**src/rtl/uart_tx_8n1_pkg.sv**
```systemverilog
// Shared UART types and defaults.
// Used by the transmitter and the matching receiver.
package uart_tx_8n1_pkg;

  typedef enum logic [1:0] {
    ST_IDLE  = 2'd0,
    ST_START = 2'd1,
    ST_DATA  = 2'd2,
    ST_STOP  = 2'd3
  } tx_state_e;

  localparam int unsigned DEF_CLKS_PER_BIT = 16;
  localparam int unsigned DEF_DATA_BITS    = 8;

endpackage

```
**src/rtl/uart_tx_8n1_baud_tick.sv**
```systemverilog
// Bit-period counter: wraps every CLKS_PER_BIT cycles.
// A load strobe restarts the period from zero.
module uart_tx_8n1_baud_tick #(
  parameter int unsigned CLKS_PER_BIT = 16
) (
  input  logic clk_i,
  input  logic rst_ni,
  input  logic load_i,
  output logic bit_end_o
);

  localparam int unsigned CW =
    (CLKS_PER_BIT > 2) ? $clog2(CLKS_PER_BIT) : 1;
  localparam logic [CW-1:0] LAST = CW'(CLKS_PER_BIT - 1);

  logic [CW-1:0] cnt_q, cnt_d;

  assign bit_end_o = (cnt_q == LAST);

  always_comb begin
    cnt_d = cnt_q + CW'(1);
    if (load_i || bit_end_o) begin
      cnt_d = '0;
    end
  end

  always_ff @(posedge clk_i or negedge rst_ni) begin
    if (!rst_ni) begin
      cnt_q <= '0;
    end else begin
      cnt_q <= cnt_d;
    end
  end

endmodule

```
**src/rtl/uart_tx_8n1.sv**
```systemverilog
// 8N1 UART transmitter, LSB first, idle-high line.
// One-entry holding register lets frames run back to back.
module uart_tx_8n1
  import uart_tx_8n1_pkg::*;
#(
  parameter int unsigned CLKS_PER_BIT = DEF_CLKS_PER_BIT,
  parameter int unsigned DATA_BITS    = DEF_DATA_BITS
) (
  input  logic                 sys_clk,
  input  logic                 reset_n,
  input  logic [DATA_BITS-1:0] tx_data,
  input  logic                 tx_valid,
  output logic                 tx_ready,
  output logic                 TX,
  output logic                 tx_busy,
  output logic                 tx_done
);

  localparam int unsigned BW = $clog2(DATA_BITS + 1);

  tx_state_e state_q, state_d;

  logic [DATA_BITS-1:0] hold_q, hold_d;
  logic [DATA_BITS-1:0] shift_q, shift_d;
  logic [BW-1:0]        bit_cnt_q, bit_cnt_d;
  logic                 hold_full_q, hold_full_d;
  logic                 tx_q, tx_d;
  logic                 done_q, done_d;

  logic bit_end;
  logic accept;
  logic load;
  logic last_bit;

  assign accept   = tx_valid && !hold_full_q;
  assign last_bit = (bit_cnt_q == BW'(DATA_BITS - 1));

  // Reload from IDLE, or chain straight from the end of STOP.
  assign load = hold_full_q &&
    ((state_q == ST_IDLE) ||
     ((state_q == ST_STOP) && bit_end));

  uart_tx_8n1_baud_tick #(
    .CLKS_PER_BIT(CLKS_PER_BIT)
  ) u_tick (
    .clk_i    (sys_clk),
    .rst_ni   (reset_n),
    .load_i   (hold_full_q && (state_q == ST_IDLE)),
    .bit_end_o(bit_end)
  );

  always_ff @(posedge sys_clk or negedge reset_n) begin
    if (!reset_n) begin
      state_q <= ST_IDLE;
    end else begin
      state_q <= state_d;
    end
  end

  always_comb begin
    state_d = state_q;
    unique case (state_q)
      ST_IDLE: begin
        if (hold_full_q) state_d = ST_START;
      end
      ST_START: begin
        if (bit_end) state_d = ST_DATA;
      end
      ST_DATA: begin
        if (bit_end && last_bit) state_d = ST_STOP;
      end
      ST_STOP: begin
        if (bit_end) begin
          state_d = hold_full_q ? ST_START : ST_IDLE;
        end
      end
    endcase
  end

  always_comb begin
    hold_d      = hold_q;
    hold_full_d = hold_full_q;
    shift_d     = shift_q;
    bit_cnt_d   = bit_cnt_q;
    tx_d        = tx_q;
    done_d      = 1'b0;
    if (accept) begin
      hold_d      = tx_data;
      hold_full_d = 1'b1;
    end
    unique case (state_q)
      ST_IDLE: ;
      ST_START: begin
        if (bit_end) tx_d = shift_q[0];
      end
      ST_DATA: begin
        if (bit_end) begin
          if (last_bit) begin
            tx_d = 1'b1;
          end else begin
            shift_d   = shift_q >> 1;
            bit_cnt_d = bit_cnt_q + BW'(1);
            tx_d      = shift_d[0];
          end
        end
      end
      ST_STOP: begin
        done_d = bit_end;
      end
    endcase
    if (load) begin
      shift_d     = hold_q;
      hold_full_d = 1'b0;
      bit_cnt_d   = '0;
      tx_d        = 1'b0;
    end
  end

  always_ff @(posedge sys_clk or negedge reset_n) begin
    if (!reset_n) begin
      hold_q      <= '0;
      hold_full_q <= 1'b0;
      shift_q     <= '0;
      bit_cnt_q   <= '0;
      tx_q        <= 1'b1;
      done_q      <= 1'b0;
    end else begin
      hold_q      <= hold_d;
      hold_full_q <= hold_full_d;
      shift_q     <= shift_d;
      bit_cnt_q   <= bit_cnt_d;
      tx_q        <= tx_d;
      done_q      <= done_d;
    end
  end

  assign TX       = tx_q;
  assign tx_done  = done_q;
  assign tx_ready = !hold_full_q;
  assign tx_busy  = (state_q != ST_IDLE);

endmodule

```
**config.mk**
```make
export PLATFORM = sky130hd
export DESIGN_NAME = uart_tx_8n1
export DESIGN_NICKNAME = d
export VERILOG_FILES = /design/src/rtl/uart_tx_8n1_pkg.sv /design/src/rtl/uart_tx_8n1_baud_tick.sv /design/src/rtl/uart_tx_8n1.sv
export SDC_FILE = /design/constraint.sdc
export NUM_CORES = 1
export LEC_CHECK = 0
export ABC_AREA = 1
export CAP_MARGIN = 20
export CORE_ASPECT_RATIO = 0.75
export CORE_MARGIN = 2
export CORE_UTILIZATION = 55
export CTS_CLUSTER_SIZE = 40
export DETAILED_ROUTE_END_ITERATION = 8
export DONT_BUFFER_PORTS = 1
export PLACE_DENSITY = 0.8
export SYNTH_ARGS = -nofsm -noshare
export SYNTH_HDL_FRONTEND = slang
export SYNTH_SLANG_ARGS = --single-unit
```
**constraint.sdc**
```tcl
create_clock -name sys_clk -period 1.5 [get_ports sys_clk]
set_clock_uncertainty 0.05 [all_clocks]
set_input_delay 0.225 -clock sys_clk [delete_from_list [all_inputs] [get_ports sys_clk]]
set_output_delay 0.225 -clock sys_clk [all_outputs]
set_load 0.03 [all_outputs]
```
======== Word-level counts from Yosys, hierarchy flattened ========
Cells that the tools add are included.
Widths: inputs -> output; s select.
cells by class
  $add $sub $neg .......................... 2
  $mul .................................... 0
  divide/modulo/power cells ............... 0
  order comparisons ....................... 0
  equal/unequal tests ..................... 12
  shift operators ......................... 0
  muxes and demuxes ....................... 23
  bitwise logic cells ..................... 0
  reductions and logical operators ........ 17
operator list
  operator             number
  $mux 8               4
  $mux 4               5
  $ne 2x2->1 const B   5
  $add 4x1->4 const B  2
  $mux 1               8
  $mux 2               4
  $pmux 2 s4           1
  $reduce_bool 2->1    4
  $ne 3x3->1 const B   2
  $reduce_and 3->1     2
  $logic_and 1x1->1    5
  $eq 2x2->1 const B   2
  $eq 4x3->1 const B   1
  $eq 4x4->1 const B   1
  $reduce_and 4->1     1
  $reduce_bool 3->1    1
  $eq 2x1->1 const B   1
  $logic_not 2->1      1
  $logic_or 1x1->1     2
  $pmux 1 s2           1
  $logic_not 1->1      1
word-level totals
  register bits ........................... 29
  bits in latches ......................... 0
  RAM bits ................................ 0
  ROM bits ................................ 0
  input port bits ......................... 11
  output and inout bits ................... 4
  logic and storage cells ................. 62
  memories ................................ 0

======== Depth between registers and ports, before layout ========
Gate-level depths: netlist of run 1.
  word-level depth ........................ 6
  gate-level depth with buffers ........... 10
  mapped depth without buffers ............ 9

======== Cells and area by module ========
Synthesis of run 1 repeated with hierarchy kept, for this count alone.
second synthesis, totals
  cells, all modules ...................... 166
  area total of the unflattened synthesis .. 1471.4 um^2
by module, submodules not included
  module                 instances  cells an instance  area each (um^2)  seq. area each (um^2)
  uart_tx_8n1            1          147                1278.7            626.9
  uart_tx_8n1_baud_tick  1          19                 192.7             100.1

======== Least setup slack after synthesis of run 1 ========
Ideal clock, no wire load.
  path kind ............................... register to register
  start point ............................. register state_q[0]
  end point ............................... register state_q[0]
  setup time .............................. 0.117 ns
  arrival time ............................ 1.346 ns
  required time ........................... 1.333 ns
  setup slack ............................. -0.013 ns
  stages on the path, launching flop included .. 9
  buffers on the path ..................... 0
  clock period less this slack ............ 1.513 ns
  cell sequence ........................... dfrtp_1 -> inv_1 -> ha_1 -> inv_1 -> nor2_1 -> a21oi_1 -> nand2_1 -> nand2_1 -> nand2_1
on the way
  word-level cells in the longest chain between the ends .. 3
  elaborated cells on any way between the ends .. 10
  those cells by class .................... eq/ne: 7; mux: 1; reduce/logical: 2
ends and longest elaborated chain
  what                                RTL line           source
  from (decl)                         uart_tx_8n1.sv:21  tx_state_e state_q, state_d;
  from (signal assigned)              uart_tx_8n1.sv:56  state_q <= state_d;
  $eq 2x2->1 (tied with other cells)  uart_tx_8n1.sv:62  unique case (state_q)
  $ne 2x2->1 (no source line)         -
  $reduce_and 4->1 (no source line)   -
Parallel ways exist; a longest one is shown, timed or not.
A chain may end at the register's enable or synchronous reset.

======== Worst setup path in the final report of run 1 ========
  start point ............................. register state_q[1]
  end point ............................... register shift_q[4]
on the way
  word-level cells in the longest chain between the ends .. 6
  elaborated cells on any way between the ends .. 11
  those cells by class .................... eq/ne: 3; mux: 1; reduce/logical: 7
ends and longest elaborated chain
  what                                                                     RTL line            source
  $eq 2x2->1                                                               uart_tx_8n1.sv:41   ((state_q == ST_STOP) && bit_end));
  $logic_and 1x1->1                                                        uart_tx_8n1.sv:41
  $logic_or 1x1->1                                                         uart_tx_8n1.sv:40   ((state_q == ST_IDLE) ||
  $logic_and 1x1->1                                                        uart_tx_8n1.sv:39   assign load = hold_full_q &&
  $ne 2x2->1 (no source line) / $reduce_bool 2->1 (equally long branches)  -
  $reduce_and 3->1 (no source line)                                        -
  to (signal assigned)                                                     uart_tx_8n1.sv:130  shift_q <= shift_d;
  to (decl)                                                                uart_tx_8n1.sv:24   logic [DATA_BITS-1:0] shift_q, shift_d;
Parallel ways exist; a longest one is shown, timed or not.

==> summary.md, run 1 <==
| Metric | Value |
|---|---|
| Post-synthesis cell count | `165` |
| Syn nets | `183` |
| Total core area | `2580 µm²` |
| Final hold vios | `0` |
| Slew headroom | `81.4%` |
| Peak per-stage delay on the critical path | `440 ps` |
| CP Cell Sequence | `inv_2 -> ha_4 -> nand2_4 -> nand2_4 -> nand2_4 -> buf_6 -> nand2_1 -> nand2_1 -> nand2_1 -> nand2_1` |
| Num CTS Buffers | `5` |
| Final WS setup | `-39.5 ps` |
| First-pass GRT wire length | `5530 µm` |
| Register area share after synthesis | `roughly 49%` |
| Critical Path Most Common Cell | `nand2_1` |
| Area after DPL | `1580 µm²` |
| Initial Utilization | `57.1%` |
| Routed wire length | `3550 µm` |
| Startpoint type of the worst setup path | `register` |
| RD Place Congestion | `0.782` |
| Row cnt | `16` |
| Initial antenna violation count | `0` |
| Hold Path Class | `in2reg` |
| Cell area power density | `between 700 and 800 nW/µm²` |
| Leakage power | `0.990 nW` |
| Layout cells sized above 1 | `about a third` |
| Final Max Tran Viols | `0` |
| Post-Syn Area | `1470 µm²` |
| Area leader, netlist | `dfrtp_1` |
| FF+latch area | `roughly 730 µm²` |
| I/O Buffers | `0` |
| Clk slew on worst S/H paths | `90 ps` |
| Area of the multi-input gates | `slightly below 800 µm²` |
| Area delta synth->final | `31.3%` |
| Area share of the largest cell type after synthesis | `47.5%` |
| CP Max Fanout | `7` |
| Fill cell count | `169` |
| Hpwl dp | `2040 µm` |
| RSZ-0062 raised after global routing | `yes` |
| Netlist cell types | `21` |
| Ys Warns | `0` |
| Ant diodes | `0` |
| Post-Syn Area per Cell | `8.93 µm²` |
| Worst EP arrival | `1720 ps` |
| Worst vdd ir | `0.637 mV` |
| Die Height | `48.8 µm` |
| Clk buf depth | `2` |
| Post-route cell area | `1940 µm²` |
| Tcrit/Tclk final | `103%` |
| Die W | `63.8 µm` |
| Slowest-stage cell, CP | `dfrtp_1` |
| Final setup violation count | `6` |
| Synthesized flop and latch total | `29` |
| Clock root cell | `clkbuf_4` |
| Final nets | `219` |
| Critical Path RT | `approximately 1700 ps` |
| Status | `finished with violations` |
| Max Fclk | `approximately 650 MHz` |
| Vias in the first global route | `1284` |
| DRT antenna net count | `0` |
| # DRC | `0` |
| Kind of critical path | `reg2reg` |
| TritonCTS clock tree | `yes` |
| Total vias in the final route | `1254` |
| Die area | `between 3000 and 4000 µm²` |
| Ports | `15` |
| Buffers plus inverters on the worst setup path | `2` |
| Latest clock arrival within the worst-skew pair | `around 340 ps` |
| Max cap viols | `0` |
| CTS H-tree lvls | `2` |
| Final min period | `roughly 1500 ps` |
| Detailed-route wire length per cell | `roughly 15 µm` |
| Worst slew pin tran | `280 ps` |
| Synth area leaders | `dfrtp_1, nand2_1, mux2_2` |
| Reg2Reg Setup Slack | `-40 ps` |
| Total clock sinks | `29` |
| 1st-pass router iterations | `4` |
| Failing checks | `negative setup slack` |
| GRT overflow | `0` |
| Finished Core Util | `75.0%` |
| Via-to-Cell Ratio | `5.27` |
| DR iter-0 viols | `55` |
| CP delay by family, top | `simple AND/OR/NAND/NOR gates` |
| Crit end category | `register` |
| Total GRT Usage | `between 20% and 30%` |
| Largest net degree at the start of global routing | `30` |
[cells in the mapped netlist]
library cell	number
nand2_1	62
dfrtp_1	28
inv_1	13
nand3_1	13
mux2_2	8
nor2_1	8
ha_1	7
nand4_1	5
nand2_2	4
nand2_4	3
o21ai_0	3
xor2_1	2
a21oi_1	1
a21oi_4	1
buf_4	1
buf_6	1
dfstp_2	1
inv_2	1
nand3_2	1
nand3b_1	1
xnor2_1	1
[power by group]
group | total, mW | switching, mW | internal [mW]
clock network | 0.454 | 0.276 | 0.178
registers | 0.908 | 0.0459 | 0.862
logic | 0.134 | 0.0491 | 0.0846
total | 1.50 | 0.371 | 1.12
[worst reg2reg max path: stages (launching register included)]
cell and delay, ps:
dfrtp_1 440, inv_2 120, ha_4 160, nand2_4 70, nand2_4 120, nand2_4 90
buf_6 140, nand2_1 60, nand2_1 60, nand2_1 70, nand2_1 50
[through the flow]
step	hold WS, ps	TNS (ps)	instances	setup slack [ps]	power [mW]
after floorplan	-121	0	165	8.00	0.990
after CTS	105	-28.8	236	-28.8	1.51
after detailed placement	-120	-646	210	-67.2	1.02
after global routing	147	-819	238	-96.8	1.58
after global placement	-120	0	210	31.4	1.01
final	117	-101	238	-39.5	1.50
[layout by cell type (no fill, tap or decap), drive strengths merged]
cell type	Yosys	layout
a21oi	2	2
xor2	2	2
dfrtp	28	28
mux2	8	8
nand3	14	14
clkinv	0	2
inv	14	14
buf	2	21
nor2	8	8
xnor2	1	1
o21ai	3	3
clkbuf	0	6
dlygate4sd3	0	9
nand2	69	70
dfstp	1	1
ha	7	7
nand3b	1	1
nand4	5	5
[flip-flops by register name (all words and copies together), names as in the netlist]
name          cells
state_q           2
hold_q            8
TX                1
bit_cnt_q         4
tx_done           1
hold_full_q       1
u_tick.cnt_q      4
shift_q           8
[layer usage]
layer | share of wire [%] | track usage (%) | vias to the layer above
met5 | 0 | 0 | -
met4 | 2.5 | 10.9 | 0
met3 | 4.8 | 6.93 | 10
met2 | 53 | 40.7 | 42
met1 | 40 | 28.5 | 602
li1 | - | - | 600
[final timing paths]
path | startpoint | to | cells after the start
setup / recovery | state_q[1] | shift_q[4] | 10
hold / removal | tx_valid | hold_full_q | 2
setup reg to reg | state_q[1] | shift_q[4] | 10
hold reg to reg | hold_q[7] | shift_q[7] | 2
max in group asynchronous | reset_n | TX | 2
min in group asynchronous | reset_n | u_tick.cnt_q[0] | 2
[final cells by class]
| class | count | share of cell area [%] |
|---|---|---|
| clock inverters | 2 | 0.517 |
| inverters | 14 | 2.71 |
| flip-flops and latches | 29 | 37.6 |
| repair buffers | 30 | 14.0 |
| clock buffers | 6 | 2.13 |
| well taps | 36 | 2.33 |
| multi-input cells | 121 | 40.7 |
[timing repair]
action                     4_1_cts  5_1_grt
hold endpoints to repair        37        0
pin swaps                        2       13
setup endpoints to repair       15       17
gates resized for setup          9       26
hold buffers                    10        0
cloned                           1        0
buffers inserted                 7        2
[cell families after synthesis]
kind of cell / Yosys count / synth area share, %
simple gates: 97 / 29.5
flops: 29 / 49.3
buf+inv: 16 / 4.84
mux: 8 / 6.11
fa+ha+maj: 7 / 5.94
compound gates: 5 / 2.46
xor+xnor: 3 / 1.78
Note: power is estimated with default switching activity, not from simulation.
==> run 2, diff against run 1 <==
--- a/config.mk
+++ b/config.mk
@@ -9,11 +9,12 @@
 export CAP_MARGIN = 20
 export CORE_ASPECT_RATIO = 0.75
 export CORE_MARGIN = 2
-export CORE_UTILIZATION = 55
+export CORE_UTILIZATION = 58
+export CTS_BUF_LIST = sky130_fd_sc_hd__clkbuf_4
 export CTS_CLUSTER_SIZE = 40
 export DETAILED_ROUTE_END_ITERATION = 8
 export DONT_BUFFER_PORTS = 1
-export PLACE_DENSITY = 0.8
+export PLACE_DENSITY = 0.83
 export SYNTH_ARGS = -nofsm -noshare
 export SYNTH_HDL_FRONTEND = slang
 export SYNTH_SLANG_ARGS = --single-unit
==> run 2 against run 1 <==
Effect of this change:
- the flow still finishes with violations (negative setup slack)
- die area down 4.8%
- worst setup slack got worse by 34 ps
- first-iteration DRC count grew 38%
- critical path depth unchanged
- sequential power increased by 2%
- sequential cell count unchanged
- non-clock buffer count down 1
- largest power group unchanged
==> summary.md, run 2 (synthesized netlist as in run 1, its figures left out) <==
| Metric | Value |
|---|---|
| Status | `finished with violations` |
| Failing checks | `negative setup slack` |
| Final nets | `218` |
| Via-to-Cell Ratio | `5.52` |
| Latest clock arrival within the worst-skew pair | `approximately 340 ps` |
| Final setup violation count | `10` |
| Final hold vios | `0` |
| Tcrit/Tclk final | `105%` |
| Commonest cells after routing, fill and taps aside | `nand2_1, dfrtp_1, buf_4` |
| Hpwl dp | `2000 µm` |
| RSZ-0062 raised after global routing | `yes` |
| Initial Utilization | `between 60 and 70%` |
| Post-route cell area | `1960 µm²` |
| Final WS setup | `-73.4 ps` |
| Vias in the first global route | `1252` |
| # placed instances | `between 200 and 250` |
| Layout cells sized above 1 | `a little over a third` |
| Row cnt | `15` |
| Total GRT Usage | `25.9%` |
| Total clock sinks | `29` |
| Largest regs | `hold_q: 8 flops, shift_q: 8 flops` |
| 1st-pass router iterations | `4` |
| I/O Buffers | `0` |
| Total core area | `2350 µm²` |
| DRT antenna net count | `0` |
| Final min period | `1570 ps` |
| Die area | `2960 µm²` |
| Num CTS Buffers | `5` |
| Post-Place Setup Slack | `-102 ps` |
| Startpoint type of the worst setup path | `register` |
| Hold Path Class | `in2reg` |
| Ports | `15` |
| Clk slew on worst S/H paths | `110 ps` |
| Ant diodes | `0` |
| Die W | `roughly 62 µm` |
| Routed wire length | `between 3000 and 4000 µm` |
| Area after DPL | `1570 µm²` |
| # DRC | `0` |
| DR iter-0 viols | `76` |
| Detailed-route wire length per cell | `about 17 µm` |
| RD Place Congestion | `0.795` |
| CTS H-tree lvls | `2` |
| Total power | `1.55 mW` |
| Clock root cell | `clkbuf_4` |
| Critical Path RT | `~1700 ps` |
| Max cap viols | `0` |
| CP Max Fanout | `4` |
| First-pass GRT wire length | `5660 µm` |
| Total vias in the final route | `1298` |
| Largest net degree at the start of global routing | `30` |
| Die Height | `47.7 µm` |
| Final Max Tran Viols | `0` |
| Clk buf depth | `2` |
| GRT overflow | `0` |
| TritonCTS clock tree | `yes` |
| Crit end category | `register` |
| Finished Layout Cells | `235` |
| Max Fclk | `636 MHz` |
| Most common library cell in the layout ignoring fill and taps | `nand2_1` |
| Initial antenna violation count | `0` |
| Cell area power density | `792 nW/µm²` |
| Worst vdd ir | `around 0.61 mV` |
| Worst slew pin tran | `299 ps` |
| Kind of critical path | `reg2reg` |
| Worst EP arrival | `1770 ps` |
| Slew headroom | `79.9%` |
| Area delta synth->final | `32.9%` |
| Finished Core Util | `a little over four fifths` |
| Leakage power | `0.993 nW` |
## run 2: cell types whose count changed in the layout (fill, tap and decap cells not counted), moves of 2 or more
cell and delta:
buf_4 -4, nand2_1 -3, nand2_2 +3, inv_2 -2, buf_6 +2, ha_2 +2
## run 2: power by group
part	total [mW]	leakage (nW)	internal, mW	switching, mW
Sequential	0.922	0.367	0.863	0.0593
Clock	0.487	0.0354	0.196	0.291
Combinational	0.141	0.591	0.0852	0.0558
## run 2: per-layer routing
| metal | routed length [µm] | global-route usage, % |
|---|---|---|
| met3 | 225 | 7.53 |
| met5 | 0 | 0 |
| met2 | 1920 | 45.9 |
| met1 | 1680 | 31.2 |
| met4 | 123 | 12.0 |
## run 2: cell type report
class	count	area [µm²]
clock inverters	2	10.0
multi-input cells	121	792
clock buffers	6	45.0
repair buffers	29	284
fillers	124	388
well taps	34	42.5
inverters	14	55.1
flip-flops and latches	29	729
## run 2: worst paths after layout
path,from,endpoint,slack [ps],cells after the start
min reg2reg,u_tick.cnt_q[0],u_tick.cnt_q[0],420,1
max in group asynchronous,reset_n,TX,890,2
min,tx_valid,hold_full_q,100,2
max reg2reg,state_q[0],shift_q[6],-70,10
min in group asynchronous,reset_n,hold_q[5],260,2
max,state_q[0],shift_q[6],-70,10
## run 2: timing repair
action	in CTS	in global routing
hold buffers	10	0
pin swaps	0	12
gates resized for setup	5	35
setup endpoints to repair	14	17
cloned	0	1
buffers inserted	4	5
endpoints found under the hold margin	37	0
## run 2: critical path: stages, from the launching register on
cell and delay, ps:
dfrtp_2 480, inv_4 100, ha_4 140, nand2_4 80
nand2_4 130, nand2_4 90, buf_6 130, nand2_1 50
nand2_1 70, nand2_2 100, nand2_2 50
## run 2: stage by stage
stage                     hold slack, ps  TNS [ps]
final                                104      -442
after floorplan                     -121         0
after global placement              -120         0
after CTS                            107         0
after detailed placement            -120     -1060
after global routing                 113     -1320
==> run 3, diff against run 2 <==
--- a/config.mk
+++ b/config.mk
@@ -15,6 +15,8 @@
 export DETAILED_ROUTE_END_ITERATION = 8
 export DONT_BUFFER_PORTS = 1
 export PLACE_DENSITY = 0.83
+export SKIP_LAST_GASP = 1
+export SLEW_MARGIN = 20
 export SYNTH_ARGS = -nofsm -noshare
 export SYNTH_HDL_FRONTEND = slang
 export SYNTH_SLANG_ARGS = --single-unit
==> run 3 against run 2 <==
Effect of this change:
- sequential share of layout area rose by 1.3 points
- non-clock buffer count fell by 2
- power fell by 1.1%
- cell count fell by 1.3%
- first-iteration DRC count fell by 11%
- fmax rose by 3.2%
- largest power group unchanged
- critical path depth did not move
- the flow still finishes with violations (negative setup slack)
- critical path type unchanged
- utilization fell by 3.0 points
- combinational power barely moved
- register-to-register slack improved by 50 ps
- sequential power fell by 0.9%
- design area fell by 3.6%
==> summary.md, run 3 (synthesized netlist as in run 1, its figures left out) <==
| Metric | Value |
|---|---|
| Status | `finished with violations` |
| Failing checks | `negative setup slack` |
| Post-route cell area | `between 1500 and 2000 µm²` |
| Final nets | `215` |
| Worst slew pin tran | `289 ps` |
| Post-route setup TNS | `-53.7 ps` |
| Ports | `15` |
| Final setup violation count | `4` |
| Finished Layout Cells | `roughly 230` |
| Critical Path Most Common Cell | `nand2_1` |
| Peak per-stage delay on the critical path | `480 ps` |
| Via-to-Cell Ratio | `5.51` |
| CTS H-tree lvls | `2` |
| Num CTS Buffers | `5` |
| Tcrit/Tclk final | `102%` |
| GRT overflow | `0` |
| Layout cells sized above 1 | `29.8%` |
| Slowest-stage cell, CP | `dfrtp_2` |
| Clock root cell | `clkbuf_4` |
| Final WS setup | `-24.3 ps` |
| TritonCTS clock tree | `yes` |
| Die Height | `about 48 µm` |
| RD Place Congestion | `0.795` |
| Final Max Tran Viols | `0` |
| Max Fclk | `656 MHz` |
| Commonest cells after routing, fill and taps aside | `nand2_1, dfrtp_1, buf_4` |
| Largest net degree at the start of global routing | `30` |
| Clk buf depth | `2` |
| 1st-pass router iterations | `4` |
| Total vias in the final route | `1279` |
| RSZ-0062 raised after global routing | `yes` |
| Kind of critical path | `reg2reg` |
| Routed wire length | `3550 µm` |
| First-pass GRT wire length | `5720 µm` |
| Worst vdd ir | `0.603 mV` |
| Fill cell count | `approximately 150` |
| Hold Path Class | `in2reg` |
| Clk slew on worst S/H paths | `100 ps` |
| Die area | `2960 µm²` |
| Initial antenna violation count | `0` |
| I/O Buffers | `0` |
| Total clock sinks | `29` |
| Latest clock arrival within the worst-skew pair | `340 ps` |
| Row cnt | `15` |
| Worst EP arrival | `1710 ps` |
| CP Cell Sequence | `inv_4 -> ha_4 -> nand2_4 -> nand2_4 -> nand2_4 -> buf_6 -> nand2_1 -> nand2_1 -> nand2_1 -> nand2_1` |
| Die W | `about 62 µm` |
| Initial Utilization | `62.8%` |
| Cell area power density | `813 nW/µm²` |
| CP delay by family, top | `simple AND/OR/NAND/NOR gates` |
| Leakage power | `approximately 0.97 nW` |
| Vias in the first global route | `between 1000 and 1500` |
| Final min period | `1520 ps` |
| DRT antenna net count | `0` |
| Slew headroom | `around 81%` |
| Most common library cell in the layout ignoring fill and taps | `nand2_1` |
| DR iter-0 viols | `68` |
| Largest regs | `hold_q: 8 flops, shift_q: 8 flops` |
| Startpoint type of the worst setup path | `register` |
| Hpwl dp | `2000 µm` |
| CP Max Fanout | `5` |
| Crit end category | `register` |
| Buffers plus inverters on the worst setup path | `2` |
| Area after DPL | `between 1500 and 2000 µm²` |
| Critical Path RT | `1690 ps` |
| Total GRT Usage | `around a quarter` |
| Max cap viols | `0` |
| Total core area | `2350 µm²` |
| Ant diodes | `0` |
| Final hold vios | `0` |
| # DRC | `0` |
| Area delta synth->final | `28.1%` |
| Detailed-route wire length per cell | `15.3 µm` |
| # placed instances | `approximately 210` |
## run 3: cell types whose count changed in the layout (fill, tap and decap cells not counted), sizes merged
cell	delta
buf	-2
nand2	-1
## run 3: layout make-up
cell class,instances,area [µm²],share of cell area [%]
clock inverter,2,10.0,0.530
sequential,29,728,38.6
timing repair buffer,27,249,13.2
inverter,14,55.1,2.92
multi-input combinational,120,758,40.2
tap,34,42.5,2.25
clock buffer,6,45.0,2.39
## run 3: through the flow
step	power [mW]	setup slack [ps]	util, %	hold slack, ps
after global routing	1.59	-128	80.5	140
after global placement	1.01	12.0	67.0	-120
final	1.53	-24.3	80.5	123
after CTS	1.51	-0.798	76.2	107
after floorplan	0.990	8.00	-	-121
after detailed placement	1.02	-102	67.0	-120
## run 3: layer usage
| metal | GRT usage (%) | vias up | routed length [µm] |
|---|---|---|---|
| met3 | 7.53 | 18 | 247 |
| met2 | 45.7 | 63 | 1720 |
| met5 | 0 | - | 0 |
| met1 | 32.6 | 604 | 1450 |
| li1 | - | 594 | - |
| met4 | 10.7 | 0 | 127 |
## run 3: final timing paths
kind	start	endpoint	slack, ps	cells after the start
max	state_q[0]	shift_q[3]	-20	10
min	tx_valid	hold_full_q	120	2
max reg2reg	state_q[0]	shift_q[3]	-20	10
min reg2reg	u_tick.cnt_q[0]	u_tick.cnt_q[0]	420	1
max in group asynchronous	reset_n	TX	880	2
min in group asynchronous	reset_n	shift_q[1]	270	2
## run 3: what timing repair did
| action | CTS | global route |
|---|---|---|
| hold buffers | 10 | 0 |
| endpoints found under the hold margin | 37 | 0 |
| setup endpoints to repair | 14 | 17 |
| pin swaps | 0 | 8 |
| buffers inserted | 4 | 3 |
| cloned | 0 | 0 |
| gates resized for setup | 4 | 21 |
## run 3: power by group
| group | switching (mW) | internal, mW |
|---|---|---|
| clock | 0.282 | 0.196 |
| sequential | 0.0517 | 0.862 |
| combinational | 0.0568 | 0.0850 |
